<file path="src/rtl/reg_check_pkg.sv">
// Shared definitions for the register check sequencer: FSM encoding and the
// packed check-table entry layout {grp, ch, expect, cycle} (cycle in the LSBs).
package reg_check_pkg;

  typedef enum logic [1:0] {
    ST_IDLE = 2'd0,
    ST_RUN  = 2'd1,
    ST_DONE = 2'd2
  } state_e;

  // The channel field carries one spare bit so that out-of-range channel
  // numbers can be written and are then reported as mismatches.
  function automatic int ch_w(input int num_ch);
    return $clog2(num_ch) + 1;
  endfunction

  function automatic int grp_w(input int num_grp);
    return (num_grp < 2) ? 1 : $clog2(num_grp);
  endfunction

  function automatic int entry_w(input int cyc_w, input int data_w,
                                 input int num_ch, input int num_grp);
    return cyc_w + data_w + ch_w(num_ch) + grp_w(num_grp);
  endfunction

  // Field offsets inside a packed entry
  function automatic int expect_lsb(input int cyc_w);
    return cyc_w;
  endfunction

  function automatic int ch_lsb(input int cyc_w, input int data_w);
    return cyc_w + data_w;
  endfunction

  function automatic int grp_lsb(input int cyc_w, input int data_w, input int num_ch);
    return cyc_w + data_w + ch_w(num_ch);
  endfunction

endpackage

</file>
<file path="src/rtl/chk_table_ram.sv">
// Check-table storage: one synchronous write port, one combinational read port.
// Contents are intentionally not reset.
module chk_table_ram #(
  parameter int DEPTH = 16,
  parameter int W     = 8
) (
  input  logic                     clk,
  input  logic                     we_i,
  input  logic [$clog2(DEPTH)-1:0] waddr_i,
  input  logic [W-1:0]             wdata_i,
  input  logic [$clog2(DEPTH)-1:0] raddr_i,
  output logic [W-1:0]             rdata_o
);

  logic [W-1:0] mem_q [DEPTH];

  always_ff @(posedge clk) begin
    if (we_i) mem_q[waddr_i] <= wdata_i;
  end

  assign rdata_o = mem_q[raddr_i];

endmodule

</file>
<file path="src/rtl/reg_check_sequencer.sv">
// Walks a table of {cycle, channel, expected, group} entries during a run and
// records mismatches against the live channel values, one entry per cycle.
module reg_check_sequencer
  import reg_check_pkg::*;
#(
  parameter int DATA_W  = 8,
  parameter int NUM_CH  = 2,
  parameter int DEPTH   = 16,
  parameter int CYC_W   = 8,
  parameter int NUM_GRP = 4
) (
  input  logic                       clk,
  input  logic                       reset,
  input  logic                       start,
  input  logic [$clog2(DEPTH):0]     num_entries,
  input  logic [NUM_CH*DATA_W-1:0]   ch_data,
  input  logic                       wr_en,
  input  logic [$clog2(DEPTH)-1:0]   wr_addr,
  input  logic [CYC_W-1:0]           wr_cycle,
  input  logic [ch_w(NUM_CH)-1:0]    wr_ch,
  input  logic [DATA_W-1:0]          wr_expect,
  input  logic [grp_w(NUM_GRP)-1:0]  wr_grp,
  output logic                       busy,
  output logic                       done,
  output logic                       pass,
  output logic [$clog2(DEPTH):0]     fail_count,
  output logic [NUM_GRP-1:0]         grp_fail,
  output logic [$clog2(DEPTH)-1:0]   first_fail_idx,
  output logic [DATA_W-1:0]          first_fail_actual,
  output logic [1:0]                 dbg_state_o,
  output logic [CYC_W-1:0]           dbg_cyc_o,
  output logic [$clog2(DEPTH)-1:0]   dbg_idx_o
);

  localparam int IDX_W = $clog2(DEPTH);
  localparam int CNT_W = IDX_W + 1;
  localparam int CH_W  = ch_w(NUM_CH);
  localparam int GRP_W = grp_w(NUM_GRP);
  localparam int ENT_W = entry_w(CYC_W, DATA_W, NUM_CH, NUM_GRP);

  state_e              state_q, state_d;
  logic [CYC_W-1:0]    cyc_q, cyc_d;
  logic [IDX_W-1:0]    idx_q, idx_d;
  logic [CNT_W-1:0]    n_q, n_d;
  logic [CNT_W-1:0]    fail_q, fail_d;
  logic [NUM_GRP-1:0]  grp_fail_q, grp_fail_d;
  logic [IDX_W-1:0]    ffi_q, ffi_d;
  logic [DATA_W-1:0]   ffa_q, ffa_d;

  logic [ENT_W-1:0]    wr_entry, rd_entry;
  logic [CYC_W-1:0]    ent_cycle;
  logic [DATA_W-1:0]   ent_exp;
  logic [CH_W-1:0]     ent_ch;
  logic [GRP_W-1:0]    ent_grp;
  logic [DATA_W-1:0]   actual;
  logic                ch_valid;
  logic [NUM_GRP-1:0]  grp_hit;
  logic                eval;
  logic                mismatch;
  logic                tbl_we;

  assign wr_entry = {wr_grp, wr_ch, wr_expect, wr_cycle};
  assign tbl_we   = wr_en && (state_q != ST_RUN) && !reset;

  chk_table_ram #(
    .DEPTH (DEPTH),
    .W     (ENT_W)
  ) u_table (
    .clk     (clk),
    .we_i    (tbl_we),
    .waddr_i (wr_addr),
    .wdata_i (wr_entry),
    .raddr_i (idx_q),
    .rdata_o (rd_entry)
  );

  assign ent_cycle = rd_entry[CYC_W-1:0];
  assign ent_exp   = rd_entry[expect_lsb(CYC_W) +: DATA_W];
  assign ent_ch    = rd_entry[ch_lsb(CYC_W, DATA_W) +: CH_W];
  assign ent_grp   = rd_entry[grp_lsb(CYC_W, DATA_W, NUM_CH) +: GRP_W];

  // Channel select; an unmatched channel number reads as zero and is invalid
  always_comb begin
    actual   = '0;
    ch_valid = 1'b0;
    for (int k = 0; k < NUM_CH; k++) begin
      if (ent_ch == CH_W'(k)) begin
        actual   = ch_data[k*DATA_W +: DATA_W];
        ch_valid = 1'b1;
      end
    end
  end

  always_comb begin
    grp_hit = '0;
    for (int g = 0; g < NUM_GRP; g++) begin
      grp_hit[g] = (ent_grp == GRP_W'(g));
    end
  end

  assign eval     = (state_q == ST_RUN) && (cyc_q >= ent_cycle);
  assign mismatch = !ch_valid || (actual != ent_exp);

  always_comb begin
    state_d    = state_q;
    cyc_d      = cyc_q;
    idx_d      = idx_q;
    n_d        = n_q;
    fail_d     = fail_q;
    grp_fail_d = grp_fail_q;
    ffi_d      = ffi_q;
    ffa_d      = ffa_q;
    case (state_q)
      ST_IDLE, ST_DONE: begin
        if (start) begin
          state_d    = (num_entries == '0) ? ST_DONE : ST_RUN;
          cyc_d      = '0;
          idx_d      = '0;
          fail_d     = '0;
          grp_fail_d = '0;
          ffi_d      = '0;
          ffa_d      = '0;
          n_d        = (num_entries > CNT_W'(DEPTH)) ? CNT_W'(DEPTH) : num_entries;
        end
      end
      ST_RUN: begin
        if (cyc_q != '1) cyc_d = cyc_q + 1'b1;
        if (eval) begin
          idx_d = idx_q + 1'b1;
          if (mismatch) begin
            fail_d     = fail_q + 1'b1;
            grp_fail_d = grp_fail_q | grp_hit;
            if (fail_q == '0) begin
              ffi_d = idx_q;
              ffa_d = actual;
            end
          end
          if ({1'b0, idx_q} == n_q - 1'b1) state_d = ST_DONE;
        end
      end
      default: state_d = ST_IDLE;
    endcase
  end

  always_ff @(posedge clk) begin
    if (reset) begin
      state_q    <= ST_IDLE;
      cyc_q      <= '0;
      idx_q      <= '0;
      n_q        <= '0;
      fail_q     <= '0;
      grp_fail_q <= '0;
      ffi_q      <= '0;
      ffa_q      <= '0;
    end else begin
      state_q    <= state_d;
      cyc_q      <= cyc_d;
      idx_q      <= idx_d;
      n_q        <= n_d;
      fail_q     <= fail_d;
      grp_fail_q <= grp_fail_d;
      ffi_q      <= ffi_d;
      ffa_q      <= ffa_d;
    end
  end

  assign busy              = (state_q == ST_RUN);
  assign done              = (state_q == ST_DONE);
  assign pass              = done && (fail_q == '0);
  assign fail_count        = fail_q;
  assign grp_fail          = grp_fail_q;
  assign first_fail_idx    = ffi_q;
  assign first_fail_actual = ffa_q;
  assign dbg_state_o       = state_q;
  assign dbg_cyc_o         = cyc_q;
  assign dbg_idx_o         = idx_q;

endmodule

</file>
<file path="config.mk">
export PLATFORM = sky130hd
export DESIGN_NAME = reg_check_sequencer
export DESIGN_NICKNAME = d
export VERILOG_FILES = /design/src/rtl/reg_check_pkg.sv /design/src/rtl/chk_table_ram.sv /design/src/rtl/reg_check_sequencer.sv
export SDC_FILE = /design/constraint.sdc
export NUM_CORES = 1
export LEC_CHECK = 0
export ABC_AREA = 0
export ABC_CLOCK_PERIOD_IN_PS = 6500
export CORE_UTILIZATION = 59
export CTS_CLUSTER_SIZE = 30
export DETAILED_ROUTE_END_ITERATION = 6
export PLACE_DENSITY = 0.79
export SYNTH_ARGS = -nofsm -noshare
export SYNTH_HDL_FRONTEND = slang
export SYNTH_SLANG_ARGS = --single-unit
</file>
<file path="constraint.sdc">
create_clock -name clk -period 6.5 [get_ports clk]
set_input_delay 0.65 -clock clk [delete_from_list [all_inputs] [get_ports clk]]
set_output_delay 0.65 -clock clk [all_outputs]
set_load 0.02 [all_outputs]
</file>
==> reports/metrics.cfg <==
[run_status]
status = completed

[placed_design]
placed_cells = 1180
dp_slack_ns = 2.17
gp_congestion = 0.892
dpl.hpwl_mm = 18.9
portBuffers = 86

[floorplan]
ios = 87
fp-row-count = 57
die_w_um = 160
dieArea_mm2 = 0.0255
die_y_um = 160
core_area_mm2 = 0.0243
start_util_pct = 60.2

[logic_synthesis]
syn_area_mm2 = 0.0146
yosysSeqAreaShare_pct = 71.6
muxShareOfSynthArea_pct = 15.8
synthAdderAreaFrac_pct = 1.11
avgSynthCellArea_um2 = 18.6
synthSimpleGateAreaFrac_pct = 5.89
synth_top_family_by_area = multiplexers
synthDistinctLibCells = 57
ys_ff_latch = 364
yosys.area_share.xor_xnor_pct = 0.777
synth_edf_count = 320
synthArstFlopShare_pct = 0
syn_inst = 788
synth_flop_cell = edfxtp_1
synth_compound_area_share_pct = 3.26
synth.net_count = 850
yosysWarnings = 0

[worst_setup_path]
path_max_fanout = 40
critPathKind = reg -> reg
r2r_cells = 9
crit_required_ns = 6.90
cpPeakStageDelay_ns = 0.86
cp-end-kind = flip-flop
arrival_ns = 4.69
reg2reg_to = grp_fail[3]
crit_path_cell_trace = buf_4 > mux4_2 > mux2_2 > o21ai_2 > nand2_1 > a2111o_1 > nor4_4 > a21oi_1 > a22o_1
reg2reg_slack_ns = 2.21
cp-start-kind = flip-flop
critPathSlowestCell = dfxtp_4

[hold_path]
min_path_type = reg -> reg
whs_endpoint = first_fail_actual[6]
hold_depth = 2
min-delay-start = first_fail_actual[6]

[clock_tree]
clkLatencyLatePin_ns = 0.51
cts_setup_buffers = 0
cts_resized = 0
cts_sinks = 364
cts_root_buffer = clkbuf_16
clk_pin_slew_ns = 0.06
hold_buffers = 0
numCtsBuffers = 36
cts_buffer_depth = 3
cts_htree_levels = 2
cts_tree = built

[global_route]
grt_pass1_wl_mm = 51.1
antenna_found_initial = 1
grt_usage_pct = 27.7
overflow = 0
grt_max_degree = 44
grt_pass1_vias = 8332

[final_layout]
syn2layout_area_growth_pct = 16.6
final_cells = 1240
final_nets = 956
layout_common_cells = edfxtp_1, mux4_2, clkdlybuf4s50_1, dfxtp_1, clkbuf_16
drive_gt1_share_pct = 20.1
layout_commonest_cell = edfxtp_1

[sta]
finalSetupViolations = 0
worst_pin_slew_ns = 0.959
slew_viol_final = 0
final_period_minus_worst_setup_slack_ns = 4.29
setup_ws_ns = 2.21
finalClockSkew_ns = 0.0102
post-route-period-util_pct = 66.0
hold_violations = 0
fmax_ghz = 0.233
tns_ns = 0
timing.slew.headroom_pct = 35.9
rsz0062_at_grt = no

[route]
drtPass1Iterations = 7
drtAntennaViolNets = 0
drc = 0
viasPerCell = 6.49
drtIter0Drc = 918
wl_mm = 34.1
wl_per_cell_um = 27.5
num_vias = 8052

[power_and_ir_drop]
netSwitchingFraction_pct = 20.8
cellPowerDensity_mw_per_mm2 = 286
switching_power_uw = 1010
p_int_uw = 3870
ir_drop_uv = 203
power_frac_seq_pct = 53.0
comb_power_share_pct = 6.5
p_total_uw = 4890
p_clk_share_pct = 40.4
power.leakage_uw = 0.00538

[job]
cap_violations = 0

## power by group through the flow
stage               clock network, µW  logic (µW)  registers [µW]
floorplan                           0         206            2630
global placement                    0         302            2640
detailed placement                  0         315            2640
CTS                              2000         320            2590
global route                     2080         341            2600
finish                           1980         320            2590
## critical path, delay by kind of cell (launching register included)
family,cells,cell delay [ns]
AO/OA/AOI/OAI,4,1.27
buffers and inverters,1,0.53
multiplexers,2,0.90
flip-flops,1,0.86
AND/OR/NAND/NOR,2,0.59
## cell families (layout without fill, tap and decap cells)
family | Yosys count | in the layout
and+or+nand+nor | 162 | 162
other | 0 | 1
xor gates and xnor gates | 13 | 13
AOI/OAI and AO/OA | 65 | 65
buffers and inverters | 50 | 177
muxes | 121 | 121
DFF | 364 | 364
adders and majority gates | 13 | 13
## layout make-up
cell class / count / area (µm²)
antenna: 1 / 2.50
clock buffer: 44 / 952
clock inverter: 15 / 150
fill: 1477 / 7240
inverter: 17 / 63.8
multi-input combinational: 374 / 4030
sequential: 364 / 10500
tap: 324 / 405
timing repair buffer: 101 / 973
## metal layers
layer	wire length, µm	track usage, %
met5	16	0
met4	957	10.1
met3	2950	5.29
met2	16900	45.1
met1	13300	37.7
## synthesized netlist by cell type, types with 7 or more instances
cell type / number / share of area, %
edfxtp_1: 320 / 66
mux4_2: 88 / 14
dfxtp_1: 44 / 6.0
nand2_1: 36 / 0.92
nor2_1: 36 / 0.92
mux2i_1: 28 / 1.9
nand2b_1: 18 / 0.77
inv_1: 17 / 0.44
clkbuf_1: 16 / 0.41
a21oi_1: 15 / 0.51
ha_1: 13 / 1.1
nand3_1: 11 / 0.38
nand3b_1: 11 / 0.56
nor3_1: 10 / 0.34
a22o_1: 7 / 0.42
o21ai_0: 7 / 0.24
or3_1: 7 / 0.30
xor2_1: 7 / 0.42
## per-stage QoR
step           utilization [%]  hold WS [ns]  area (µm²)
2_1_floorplan                -         0.445       14600
3_3_place_gp              65.7         0.459       16000
3_5_place_dp              65.7         0.465       16000
4_1_cts                   70.2         0.475       17100
5_1_grt                   70.2         0.501       17100
6_report                  70.2         0.476       17100
## worst max path at each step
stage                    from                   end  slack, ns  cells past startpoint
floorplan           flip-flop           grp_fail[0]       1.58                     17
global placement    flip-flop  first_fail_actual[7]       2.22                     13
detailed placement  flip-flop     first_fail_idx[0]       2.17                     13
CTS                 flip-flop           grp_fail[3]       2.16                      9
global route        flip-flop           grp_fail[3]       1.87                     10
finish              flip-flop           grp_fail[3]       2.21                      9
## sequential cells by signal, summed over array words and instances (netlist names), named ones only
register / cells
dbg_cyc_o: 8
dbg_idx_o: 4
dbg_state_o: 2
fail_count: 5
first_fail_actual: 8
first_fail_idx: 4
grp_fail: 4
n_q: 5
u_table.mem_q: 320
Power figures use the tool's default switching activity.
